`config.mk`:
```
export PLATFORM = sky130hd
export DESIGN_NAME = if_fetch
export DESIGN_NICKNAME = d
export VERILOG_FILES = /design/src/rtl/if_fetch_pkg.sv /design/src/rtl/if_fetch_queue.sv /design/src/rtl/if_fetch.sv
export SDC_FILE = /design/constraint.sdc
export NUM_CORES = 1
export LEC_CHECK = 0
export ABC_AREA = 1
export ABC_CLOCK_PERIOD_IN_PS = 5300
export CORE_MARGIN = 2
export CORE_UTILIZATION = 47
export DETAILED_ROUTE_END_ITERATION = 6
export MAX_ROUTING_LAYER = met4
export PLACE_DENSITY = 0.84
export SYNTH_ARGS = -nofsm -noshare
export SYNTH_HDL_FRONTEND = slang
export SYNTH_SLANG_ARGS = --single-unit
```
`constraint.sdc`:
```
create_clock -name clk -period 5.3 [get_ports clk]
set_input_delay 1.06 -clock clk [delete_from_list [all_inputs] [get_ports clk]]
set_output_delay 1.06 -clock clk [all_outputs]
set_load 0.1 [all_outputs]
```
`src/rtl/if_fetch_pkg.sv`:
```
// if_fetch_pkg: shared defines for the fetch stage (bus width, NOP, FSM encodings, queue entry)
package if_fetch_pkg;
    localparam int REG_BUS = 32;
    localparam logic [REG_BUS-1:0] ZERO_WORD = '0;
    localparam logic [REG_BUS-1:0] INST_NOP = 32'h0000_0013;
    localparam logic [1:0] S_IDLE = 2'd0;
    localparam logic [1:0] S_WAIT = 2'd1;
    localparam logic [1:0] S_DROP = 2'd2;
    typedef struct packed {
        logic [REG_BUS-1:0] pc;
        logic [REG_BUS-1:0] inst;
    } fetch_entry_t;
    function automatic logic [REG_BUS-1:0] word_align(input logic [REG_BUS-1:0] a);
        return {a[REG_BUS-1:2], 2'b00};
    endfunction
endpackage

```
`src/rtl/if_fetch_queue.sv`:
```
// if_fetch_queue: DEPTH-entry synchronous FIFO of {pc, inst} with flush
// Ports: clk, rst (async, active-high), flush, push/push_data, pop,
//        valid/head (registered head entry), count (occupancy)
module if_fetch_queue
    import if_fetch_pkg::*;
#(
    parameter int DEPTH = 2
) (
    input  logic                       clk,
    input  logic                       rst,
    input  logic                       flush,
    input  logic                       push,
    input  fetch_entry_t               push_data,
    input  logic                       pop,
    output logic                       valid,
    output fetch_entry_t               head,
    output logic [$clog2(DEPTH):0]     count
);
    localparam int AW = $clog2(DEPTH);

    fetch_entry_t   mem [DEPTH];
    logic [AW-1:0]  wr_ptr;
    logic [AW-1:0]  rd_ptr;

    always_ff @(posedge clk or posedge rst) begin
        if (rst) begin
            wr_ptr <= '0;
            rd_ptr <= '0;
            count  <= '0;
        end else if (flush) begin
            wr_ptr <= '0;
            rd_ptr <= '0;
            count  <= '0;
        end else begin
            wr_ptr <= push ? wr_ptr + 1'b1 : wr_ptr;
            rd_ptr <= pop ? rd_ptr + 1'b1 : rd_ptr;
            count  <= count + (AW+1)'(push) - (AW+1)'(pop);
        end
    end

    always_ff @(posedge clk) begin
        if (push && !flush)
            mem[wr_ptr] <= push_data;
    end

    assign valid = count != '0;
    assign head  = mem[rd_ptr];
endmodule

```
`src/rtl/if_fetch.sv`:
```
// if_fetch: instruction fetch stage with one outstanding request and a small instruction queue
// Ports: clk, rst (async, active-high)
//        imem_req/imem_addr -> memory request; imem_rvalid/imem_rdata <- in-order response
//        jump_en/jump_addr  <- redirect from execute
//        inst_valid/inst/inst_pc -> decode (registered); inst_ready <- decode accept
module if_fetch
    import if_fetch_pkg::*;
#(
    parameter logic [31:0] RESET_PC = 32'h0000_0000,
    parameter int          QDEPTH   = 2
) (
    input  logic        clk,
    input  logic        rst,
    output logic        imem_req,
    output logic [31:0] imem_addr,
    input  logic        imem_rvalid,
    input  logic [31:0] imem_rdata,
    input  logic        jump_en,
    input  logic [31:0] jump_addr,
    output logic        inst_valid,
    output logic [31:0] inst,
    output logic [31:0] inst_pc,
    input  logic        inst_ready
);
    localparam int QW = $clog2(QDEPTH);
    localparam logic [QW:0] DEPTH_C = (QW+1)'(QDEPTH);

    logic [1:0]    state;
    logic [1:0]    cur;
    logic [1:0]    state_nx;
    logic [31:0]   fetch_pc;
    logic          inflight;
    logic          q_valid;
    fetch_entry_t  q_head;
    logic [QW:0]   count;
    logic [QW:0]   room;
    logic          pop;
    logic          push;
    logic          issue;

    // inflight deliberately has no reset: it remembers a request that was
    // outstanding when rst hit, so its late response can be dropped.
    // The reset register state is always IDLE; that memory promotes it to DROP.
    assign cur   = (state == S_IDLE && inflight) ? S_DROP : state;
    assign pop   = q_valid && inst_ready;
    assign push  = cur == S_WAIT && imem_rvalid && !jump_en;
    // occupancy after this cycle's push/pop; only meaningful while pushing
    assign room  = count + (QW+1)'(1) - (QW+1)'(pop);
    assign issue = !rst && !jump_en &&
                   ((cur == S_IDLE && count < DEPTH_C) || (push && room < DEPTH_C));

    always_comb begin
        state_nx = cur;
        if (jump_en)
            state_nx = (cur == S_WAIT) ? (imem_rvalid ? S_IDLE : S_DROP) : cur;
        else if (cur == S_IDLE)
            state_nx = issue ? S_WAIT : S_IDLE;
        else if (imem_rvalid)
            state_nx = (cur == S_WAIT && issue) ? S_WAIT : S_IDLE;
    end

    always_ff @(posedge clk or posedge rst) begin
        if (rst) begin
            state    <= S_IDLE;
            fetch_pc <= word_align(RESET_PC);
        end else begin
            state    <= state_nx;
            fetch_pc <= jump_en ? word_align(jump_addr) : issue ? fetch_pc + 32'd4 : fetch_pc;
        end
    end

    always_ff @(posedge clk) begin
        inflight <= state_nx != S_IDLE;
    end

    // fetch_pc has already advanced past the outstanding request
    if_fetch_queue #(.DEPTH(QDEPTH)) fetch_queue (
        .clk       (clk),
        .rst       (rst),
        .flush     (jump_en),
        .push      (push),
        .push_data ('{pc: fetch_pc - 32'd4, inst: imem_rdata}),
        .pop       (pop),
        .valid     (q_valid),
        .head      (q_head),
        .count     (count)
    );

    assign imem_req   = issue;
    assign imem_addr  = issue ? fetch_pc : ZERO_WORD;
    assign inst_valid = q_valid;
    assign inst       = q_valid ? q_head.inst : INST_NOP;
    assign inst_pc    = q_valid ? q_head.pc : ZERO_WORD;
endmodule

```
==> results of run 1 <==
-- layout make-up --
class | instances | area, µm² | area share (%)
repair buffers | 170 | 2000 | 18.4
flip-flops and latches | 161 | 4650 | 42.7
clock buffers | 17 | 425 | 3.91
multi-input cells | 669 | 3150 | 28.9
clock inverters | 15 | 181 | 1.67
inverters | 53 | 199 | 1.83
well taps | 225 | 282 | 2.59
-- routing by layer --
layer  wire length, µm  global-route usage, %
met4               480                   7.75
met1              8370                   28.7
met3              1490                   4.55
met5                 0                      -
met2             10200                   38.1
-- kinds of logic (layout without fill, tap and decap cells) --
group	count (synthesis)	after routing	share of synthesized area (%)
simple gates	544	544	28.3
flops	161	161	56.6
buf+inv	102	255	5.58
compound gates	80	80	4.92
xor+xnor	37	37	3.95
fa+ha+maj	4	4	0.610
other cells	1	4	0.0457
-- worst max-delay path, delay by kind of cell (launching register included) --
kind / cells / cell delay [ps]
compound gates: 1 / 120
buf+inv: 3 / 2140
flops: 1 / 410
simple gates: 1 / 70
-- report_power, final --
group	switching, mW	internal [mW]
sequential	0.0999	1.44
clock	0.507	0.745
combinational	2.63	0.704
-- cell usage in the layout, fill, tap and decap left out, drive strengths merged --
cell type	count
edfxtp	124
nor3	5
conb	4
xnor2	1
bufinv	3
buf	41
clkdlybuf4s50	129
xor2	36
dfxtp	1
clkinvlp	3
inv	57
dfrtp	36
nor2	125
clkinv	5
nand3	86
ha	4
o21ai	18
a21oi	60
o21bai	1
o22ai	1
nand4	10
clkbuf	17
nand2	318
-- sequential cells by signal, summed over array words and instances, names as in the netlist --
name and count:
fetch_pc 30, fetch_queue.count 2, fetch_queue.mem 124, fetch_queue.rd_ptr 1, fetch_queue.wr_ptr 1, inflight 1
state 2
-- worst paths after layout --
kind,to,from,cells past startpoint,slack [ps]
worst max-delay path,inst[7],fetch_queue.rd_ptr,5,1030
worst min-delay path,fetch_queue.wr_ptr,fetch_queue.wr_ptr,1,570
worst max register to register,fetch_queue.mem[0][59],state[0],5,3170
worst min register to register,fetch_queue.wr_ptr,fetch_queue.wr_ptr,1,570
max in group asynchronous,fetch_queue.rd_ptr,rst,3,3820
min in group asynchronous,fetch_queue.wr_ptr,rst,3,1120
-- metrics by stage --
step	worst slack [ps]	util (%)	area, µm²
2_1_floorplan	850	-	8230
3_3_place_gp	1310	59.8	10300
3_5_place_dp	1250	59.8	10300
4_1_cts	1000	63.4	10900
5_1_grt	856	63.4	10900
6_report	1030	63.4	10900
==> reports/results.ini, run 1 <==
[logic_synthesis]
mappedNetlistArea_um2 = 8210
ys_seq_area_share_pct = 56.6
synth.avg_cell_area_um2 = 8.84
synthesis.instances = 929
synth_top_area_share_pct = 45.3
ys_types = 31
yosys_warnings = 0
synthTopCellsByCount = sky130_fd_sc_hd__nand2_1 (314), sky130_fd_sc_hd__edfxtp_1 (124), sky130_fd_sc_hd__nor2_1 (106), sky130_fd_sc_hd__nand3_1 (84), sky130_fd_sc_hd__a21oi_1 (60)
yosys.cell_count.top_type = sky130_fd_sc_hd__nand2_1
ys.flop_type = sky130_fd_sc_hd__edfxtp_1
yosys.area.top_type = sky130_fd_sc_hd__edfxtp_1
synth_enable_flop_cells = 124
async_flop_share_pct = 22.4
synthTopCellsByArea = sky130_fd_sc_hd__edfxtp_1 (45%), sky130_fd_sc_hd__nand2_1 (14%), sky130_fd_sc_hd__dfrtp_1 (11%), sky130_fd_sc_hd__nand3_1 (5.1%), sky130_fd_sc_hd__nor2_1 (4.8%)
synthesized_flop_and_latch_total = 161

[placement]
placed_cells = 1278
gp_routability_congestion = 0.983
detailedPlacementHpwl_um = 14400
io_port_bufs = 160

[clock_network]
clock_tree.buffer_depth = 2
post_cts.repair.setup_buffers = 0
path_clk_slew_ps = 60
insertion_delay_ps = 430
cts-hold-fix-buffers = 0
cts_made_buffers = 17
clock_tree_from_tritoncts = done
post_cts_resize_count = 0
clock_tree.root_cell = sky130_fd_sc_hd__clkbuf_16
cts-htree-levels = 4
cts.sink_count = 161

[floorplan]
ioPinCount = 167
die_width_um = 136
floorplan.die_area_um2 = 18500
placeableCoreArea_um2 = 17200
num_rows = 48
chipHeight_um = 136
start_util_pct = 47.8

[worst_setup_path]
critical_path_class = flop to output port
crit_fanout = 52
required_ps = 4240
worst_ep_arrival_time_ps = 3210
timing.critical_path.cells = inv_2 > buf_4 > nand2_1 > a21oi_1 > clkdlybuf4s50_1
cp_slowest_stage_delay_ps = 1140
cpMaxStageDelayCell = sky130_fd_sc_hd__clkdlybuf4s50_1
worst_setup_path_start_kind = flop
endpoint_kind = output port

[finish]
antenna_cells_inserted = 0
final.fill_count = 1441
finalNetCount = 1145
instances_no_fill = 1310
areaGrowthSynthToFinish_pct = 32.5
post_route_cells_drive_above_1_share_pct = 10.0

[sta]
hold_viol_final = 0
timing.hold.ws_ps = 574
slew_violations = 0
setup_repair_after_global_routing_missed_its_margin = false
finClkSkew_ps = 8.52
final.min_clock_period_ps = 4270
finalSetupTns_ps = 0
setup_viol_count_final = 0
timing.fmax_mhz = 234
max_slew.worst_pin.slew_ps = 1060
period_share_pct = 80.5
max_slew_margin_vs_limit_pct = 29.2

[detailed_routing]
totalWireLength_um = 20500
firstDrtPassIters = 5
drc_errors = 0
route.detailed.vias_per_inst = 5.13
drt-wirelength-per-cell_um = 15.6
drtAntennaViolNets = 0
first_iter_violations = 576
vias = 6725

[grt]
first_pass_grt_wire_length_um = 32000
antenna_found_initial = 0
overflow = 0
track_usage_pct = 23.1
maximum_number_of_pins_on_one_net_before_global_route_repair = 65
grt_pass1_vias = 6462

[status]
outcome = completed

[pwr]
power_mw = 6.13
powerDensity_nw_per_um2 = 564
worst_ir_drop_vdd_mv = 0.461
power_leakage_nw = 4.18

[hold_path]
min-delay-path-class = flop to flop

[job]
timing.max_cap.violations = 0

(Power assumes the default switching activity.)
==> run 2: changes to the inputs <==
Settings changed: ABC_CLOCK_PERIOD_IN_PS 5300 to 4310, CORE_UTILIZATION 47 to 52, PLACE_DENSITY 0.84 to 0.88.
Clock period 5.3 ns to 4.31 ns, I/O delays scaled along.
==> reports/results.ini, run 2 (synthesis gave the netlist of run 1 again) <==
[status]
outcome = completed

[floorplan]
ioPinCount = 167
placeableCoreArea_um2 = 15300
chipHeight_um = 130
floorplan.die_area_um2 = 16800
num_rows = 45
start_util_pct = 53.6
die_width_um = 130

[grt]
global_route.peak_usage_layer = met2
gr-usage-met3_pct = 5.99
grt.met1_usage_pct = 32.0
track_usage_pct = 26.1
grt_pass1_vias = 6599
first_pass_grt_wire_length_um = 32700
antenna_found_initial = 0
met2_usage_pct = 41.2
overflow = 0
maximum_number_of_pins_on_one_net_before_global_route_repair = 65

[pwr]
power_leakage_nw = 4.28
power_mw = 7.34
combinational_power_share_pct = 54.7
p_sw_mw = 4.01
sw_frac_of_total_pct = 54.6
worst_ir_drop_vdd_mv = 0.408
powerDensity_nw_per_um2 = 688
power_report.internal_total_mw = 3.33
p_clk_share_pct = 19.4
seqPwrFrac_pct = 25.9

[worst_setup_path]
reg2reg_slack_ps = 1940
critical_path.endpoint = imem_addr[27]
startpoint = imem_rvalid
worst_ep_arrival_time_ps = 2860
worst_setup_path_start_kind = primary input
required_ps = 3450
crit_fanout = 25
critical_path_class = primary input to output port
reg2reg_from = state[0]
worstRegToRegCells = 10
r2r-end = fetch_pc[5]
endpoint_kind = output port

[sta]
final.min_clock_period_ps = 3720
setup_repair_after_global_routing_missed_its_margin = false
finClkSkew_ps = 7.41
slew_violations = 0
layout_setup_ws_ps = 586
max_slew.worst_pin.slew_ps = 967
hold_viol_final = 0
max_slew_margin_vs_limit_pct = 35.3
finalSetupTns_ps = 0
timing.fmax_mhz = 269
period_share_pct = 86.4
setup_viol_count_final = 0

[finish]
finalNetCount = 1146
layout.cells.most_common_list = sky130_fd_sc_hd__nand2_1 (313), sky130_fd_sc_hd__edfxtp_1 (124), sky130_fd_sc_hd__nor2_1 (104)
post_route_cells_drive_above_1_share_pct = 15.8
layout_commonest_cell = sky130_fd_sc_hd__nand2_1
largest_reg_flops = 124
largest_registers = fetch_queue.mem (124), fetch_pc (30)
antenna_cells_inserted = 0
areaGrowthSynthToFinish_pct = 29.9
registers.top_by_ff_count = fetch_queue.mem
final_core_util_pct = 69.7

[detailed_routing]
drc_errors = 0
vias = 6956
drt-wirelength-per-cell_um = 16.4
firstDrtPassIters = 5
first_iter_violations = 577
route.detailed.vias_per_inst = 5.36
drtAntennaViolNets = 0
totalWireLength_um = 21200

[clock_network]
clock_tree.root_cell = sky130_fd_sc_hd__clkbuf_16
cts.sink_count = 161
cts-htree-levels = 4
path_clk_slew_ps = 60
cts-hold-fix-buffers = 0
post_cts_resize_count = 0
insertion_delay_ps = 420
clock_tree.buffer_depth = 2
post_cts.repair.setup_buffers = 0
cts_made_buffers = 17
clock_tree_from_tritoncts = done

[hold_path]
min-delay-path-class = flop to flop

[placement]
detailedPlacementHpwl_um = 14600
io_port_bufs = 160
worst_setup_slack_after_placement_ps = 586
gp_routability_congestion = 0.960

[job]
timing.max_cap.violations = 0

## run 2: changes by cell type in the layout (fill, tap and decap cells not counted)
cell,before,now
sky130_fd_sc_hd__clkbuf_1,0,1
sky130_fd_sc_hd__clkinv_1,1,0
sky130_fd_sc_hd__inv_6,3,4
sky130_fd_sc_hd__bufinv_16,3,1
sky130_fd_sc_hd__buf_4,9,72
sky130_fd_sc_hd__clkdlybuf4s50_1,129,67
sky130_fd_sc_hd__clkinv_2,2,3
## run 2: stage by stage
| step | hold slack (ps) | std cells | cell area [µm²] |
|---|---|---|---|
| floorplan | 459 | 932 | 8230 |
| global placement | 538 | 1265 | 10100 |
| detailed placement | 538 | 1265 | 10100 |
| CTS | 549 | 1297 | 10700 |
| global route | 589 | 1297 | 10700 |
| finish | 549 | 1297 | 10700 |
## run 2: per-layer routing
metal / share of wire [%] / wire (µm) / vias up
met5: 0 / 0 / -
met4: 3.6 / 764 / 0
met1: 39 / 8330 / 3192
met2: 48 / 10200 / 355
li1: - / - / 3338
met3: 8.8 / 1880 / 71
## run 2: final cells by class
type	instances	area, µm²
fill	1159	4640
timing repair buffer	171	1850
inverter	53	199
multi-input combinational	669	3150
tap	211	264
sequential	161	4650
clock buffer	18	429
clock inverter	14	131
## run 2: power groups by stage
stage | clock (mW) | sequential [mW] | combinational (mW)
2_1_floorplan | 0 | 1.86 | 3.18
3_3_place_gp | 0 | 1.92 | 3.97
3_5_place_dp | 0 | 1.93 | 4.02
4_1_cts | 1.44 | 1.90 | 4.03
5_1_grt | 1.51 | 1.91 | 4.20
6_report | 1.42 | 1.90 | 4.02
## run 2: worst max-delay path, stage by stage
cell and delay [ps]:
sky130_fd_sc_hd__clkdlybuf4s50_1 490, sky130_fd_sc_hd__nand2_2 100, sky130_fd_sc_hd__nor2_4 110, sky130_fd_sc_hd__nand2_2 120, sky130_fd_sc_hd__o21ai_1 200, sky130_fd_sc_hd__nand2_2 370
sky130_fd_sc_hd__buf_12 310, sky130_fd_sc_hd__nor2_4 100, sky130_fd_sc_hd__buf_12 180
## run 2: worst min-delay path by stage
| stage | from | end | slack, ps | depth (start not counted) |
|---|---|---|---|---|
| 2_1_floorplan | fetch_queue.wr_ptr | fetch_queue.wr_ptr | 460 | 1 |
| 3_3_place_gp | fetch_queue.wr_ptr | fetch_queue.wr_ptr | 540 | 1 |
| 3_5_place_dp | fetch_queue.wr_ptr | fetch_queue.wr_ptr | 540 | 1 |
| 4_1_cts | fetch_queue.wr_ptr | fetch_queue.wr_ptr | 550 | 1 |
| 5_1_grt | fetch_queue.wr_ptr | fetch_queue.wr_ptr | 590 | 1 |
| 6_report | fetch_queue.wr_ptr | fetch_queue.wr_ptr | 550 | 1 |
==> run 3: changes to the inputs <==
Settings changed: CORE_UTILIZATION 52 to 53, SYNTH_HIERARCHICAL from default to 1.
==> reports/results.ini, run 3 <==
[sta]
max_slew_margin_vs_limit_pct = 27.6
hold_viol_final = 0
period_share_pct = 87.6
timing.fmax_mhz = 265
slew_violations = 0
setup_viol_count_final = 0
max_slew.worst_pin.slew_ps = 1090
setup_repair_after_global_routing_missed_its_margin = false
finClkSkew_ps = 14.1
final.min_clock_period_ps = 3770

[logic_synthesis]
synthesis.instances = 948
yosys.cell_count.top_type = sky130_fd_sc_hd__nand2_1
yosys_warnings = 6
synth.avg_cell_area_um2 = 9.51
synthesized_flop_and_latch_total = 165
yosys.area.top_type = sky130_fd_sc_hd__edfxtp_1
async_flop_share_pct = 21.8
mappedNetlistArea_um2 = 9010
synthTopCellsByArea = sky130_fd_sc_hd__edfxtp_1 (43%), sky130_fd_sc_hd__nand2_1 (11%), sky130_fd_sc_hd__dfrtp_1 (10%), sky130_fd_sc_hd__mux2_4 (6.3%), sky130_fd_sc_hd__inv_1 (5.0%)
ys_seq_area_share_pct = 52.9
synthTopCellsByCount = sky130_fd_sc_hd__nand2_1 (263), sky130_fd_sc_hd__edfxtp_1 (128), sky130_fd_sc_hd__inv_1 (119), sky130_fd_sc_hd__nor2_1 (99), sky130_fd_sc_hd__nand3_1 (82)
synth_enable_flop_cells = 128
synth_top_area_share_pct = 42.6
ys_types = 34
ys.flop_type = sky130_fd_sc_hd__edfxtp_1

[grt]
grt.met1_usage_pct = 31.8
gr-usage-met3_pct = 6.39
grt_pass1_vias = 6731
maximum_number_of_pins_on_one_net_before_global_route_repair = 67
global_route.peak_usage_layer = met2
overflow = 0
met2_usage_pct = 39.0
antenna_found_initial = 0
first_pass_grt_wire_length_um = 34100
track_usage_pct = 25.0

[detailed_routing]
vias = 6917
firstDrtPassIters = 5
totalWireLength_um = 21200
first_iter_violations = 682
drc_errors = 0
route.detailed.vias_per_inst = 5.20
drt-wirelength-per-cell_um = 16.0
drtAntennaViolNets = 0

[placement]
detailedPlacementHpwl_um = 15000
placed_instance_area_um2 = 10900
placed_cells = 1297
io_port_bufs = 162
gp_routability_congestion = 1.01

[floorplan]
start_util_pct = 54.3
num_rows = 47
chipHeight_um = 134
floorplan.die_area_um2 = 18100
placeableCoreArea_um2 = 16600
ioPinCount = 167
die_width_um = 134

[worst_setup_path]
required_ps = 3450
endpoint_kind = output port
crit_fanout = 38
critical_path_class = primary input to output port
worst_setup_path_start_kind = primary input
worst_ep_arrival_time_ps = 2910

[finish]
finalNetCount = 1169
post_route_cells_drive_above_1_share_pct = 21.4
design_area_um2 = 11400
registers.top_by_ff_count = fetch_queue/mem
layout.cells.most_common_list = sky130_fd_sc_hd__nand2_1 (263), sky130_fd_sc_hd__edfxtp_1 (128), sky130_fd_sc_hd__inv_1 (119)
areaGrowthSynthToFinish_pct = 26.8
instances_no_fill = 1329
largest_reg_flops = 128
largest_registers = fetch_queue/mem (128), fetch_pc (30)
layout_commonest_cell = sky130_fd_sc_hd__nand2_1
antenna_cells_inserted = 0

[pwr]
worst_ir_drop_vdd_mv = 0.445
power_leakage_nw = 5.06
powerDensity_nw_per_um2 = 613

[job]
timing.max_cap.violations = 0

[clock_network]
cts_made_buffers = 17
clock_tree.buffer_depth = 2
cts-hold-fix-buffers = 0
post_cts.repair.setup_buffers = 0
clock_tree.root_cell = sky130_fd_sc_hd__clkbuf_16
post_cts_resize_count = 0
clock_tree_from_tritoncts = done
cts.sink_count = 165
insertion_delay_ps = 420
cts-htree-levels = 4
path_clk_slew_ps = 70

[hold_path]
min-delay-path-class = flop to flop

[status]
outcome = completed

## run 3: final timing paths
path | start | endpoint | slack, ps | cells past startpoint
worst min register to register | state[0] | state[0] | 600 | 2
max in group asynchronous | rst | fetch_pc[27] | 2930 | 3
worst max-delay path | inst_ready | imem_req | 540 | 9
worst max register to register | fetch_queue/count[0] | fetch_pc[30] | 1870 | 10
min in group asynchronous | rst | fetch_queue/count[0] | 700 | 2
worst min-delay path | state[0] | state[0] | 600 | 2
## run 3: kinds of logic (layout without fill, tap and decap cells)
logic type	Yosys count	in the layout	synth area share, %
adder cells (fa/ha/maj)	4	4	0.555
AO/OA/AOI/OAI	24	24	1.39
buffers and inverters	167	323	8.44
XOR/XNOR	33	33	3.21
multiplexers	64	64	9.58
flip-flops	165	165	52.9
other	1	6	0.0416
AND/OR/NAND/NOR	490	490	23.9
## run 3: layer usage
metal,vias up,part of all wire [%]
li1,3337,-
met1,3160,41
met2,362,47
met3,58,9.1
met4,0,2.8
met5,-,0
## run 3: area by class of cell
type / count / area (µm²)
Clock buffer: 17 / 425
Clock inverter: 15 / 128
Fill cell: 1241 / 5160
Inverter: 122 / 459
Multi-Input combinational cell: 621 / 3520
Sequential cell: 165 / 4770
Tap cell: 220 / 275
Timing Repair Buffer: 169 / 1850
## run 3: worst max-delay path, cell delays in order
cell and delay, ps:
sky130_fd_sc_hd__clkdlybuf4s50_1 450, sky130_fd_sc_hd__nand2_1 90, sky130_fd_sc_hd__nand2_1 80, sky130_fd_sc_hd__nand2_1 70, sky130_fd_sc_hd__nand3_1 120, sky130_fd_sc_hd__nand2_2 80, sky130_fd_sc_hd__nand2_4 350, sky130_fd_sc_hd__clkinv_2 470
sky130_fd_sc_hd__buf_12 320
## run 3: where the power goes
group | switching (mW) | internal (mW)
clock | 0.617 | 0.797
sequential | 0.222 | 1.81
combinational | 2.71 | 0.845
total | 3.55 | 3.45
## run 3: per-stage QoR
step	total power [mW]	util (%)	TNS, ps	setup slack, ps	hold WS [ps]
5_1_grt	7.29	68.9	0	436	610
3_5_place_dp	5.63	65.6	0	613	573
4_1_cts	7.04	68.9	0	572	590
3_3_place_gp	5.58	65.6	0	640	552
2_1_floorplan	4.89	-	-2680	-21.0	481
6_report	7.01	68.9	0	536	595
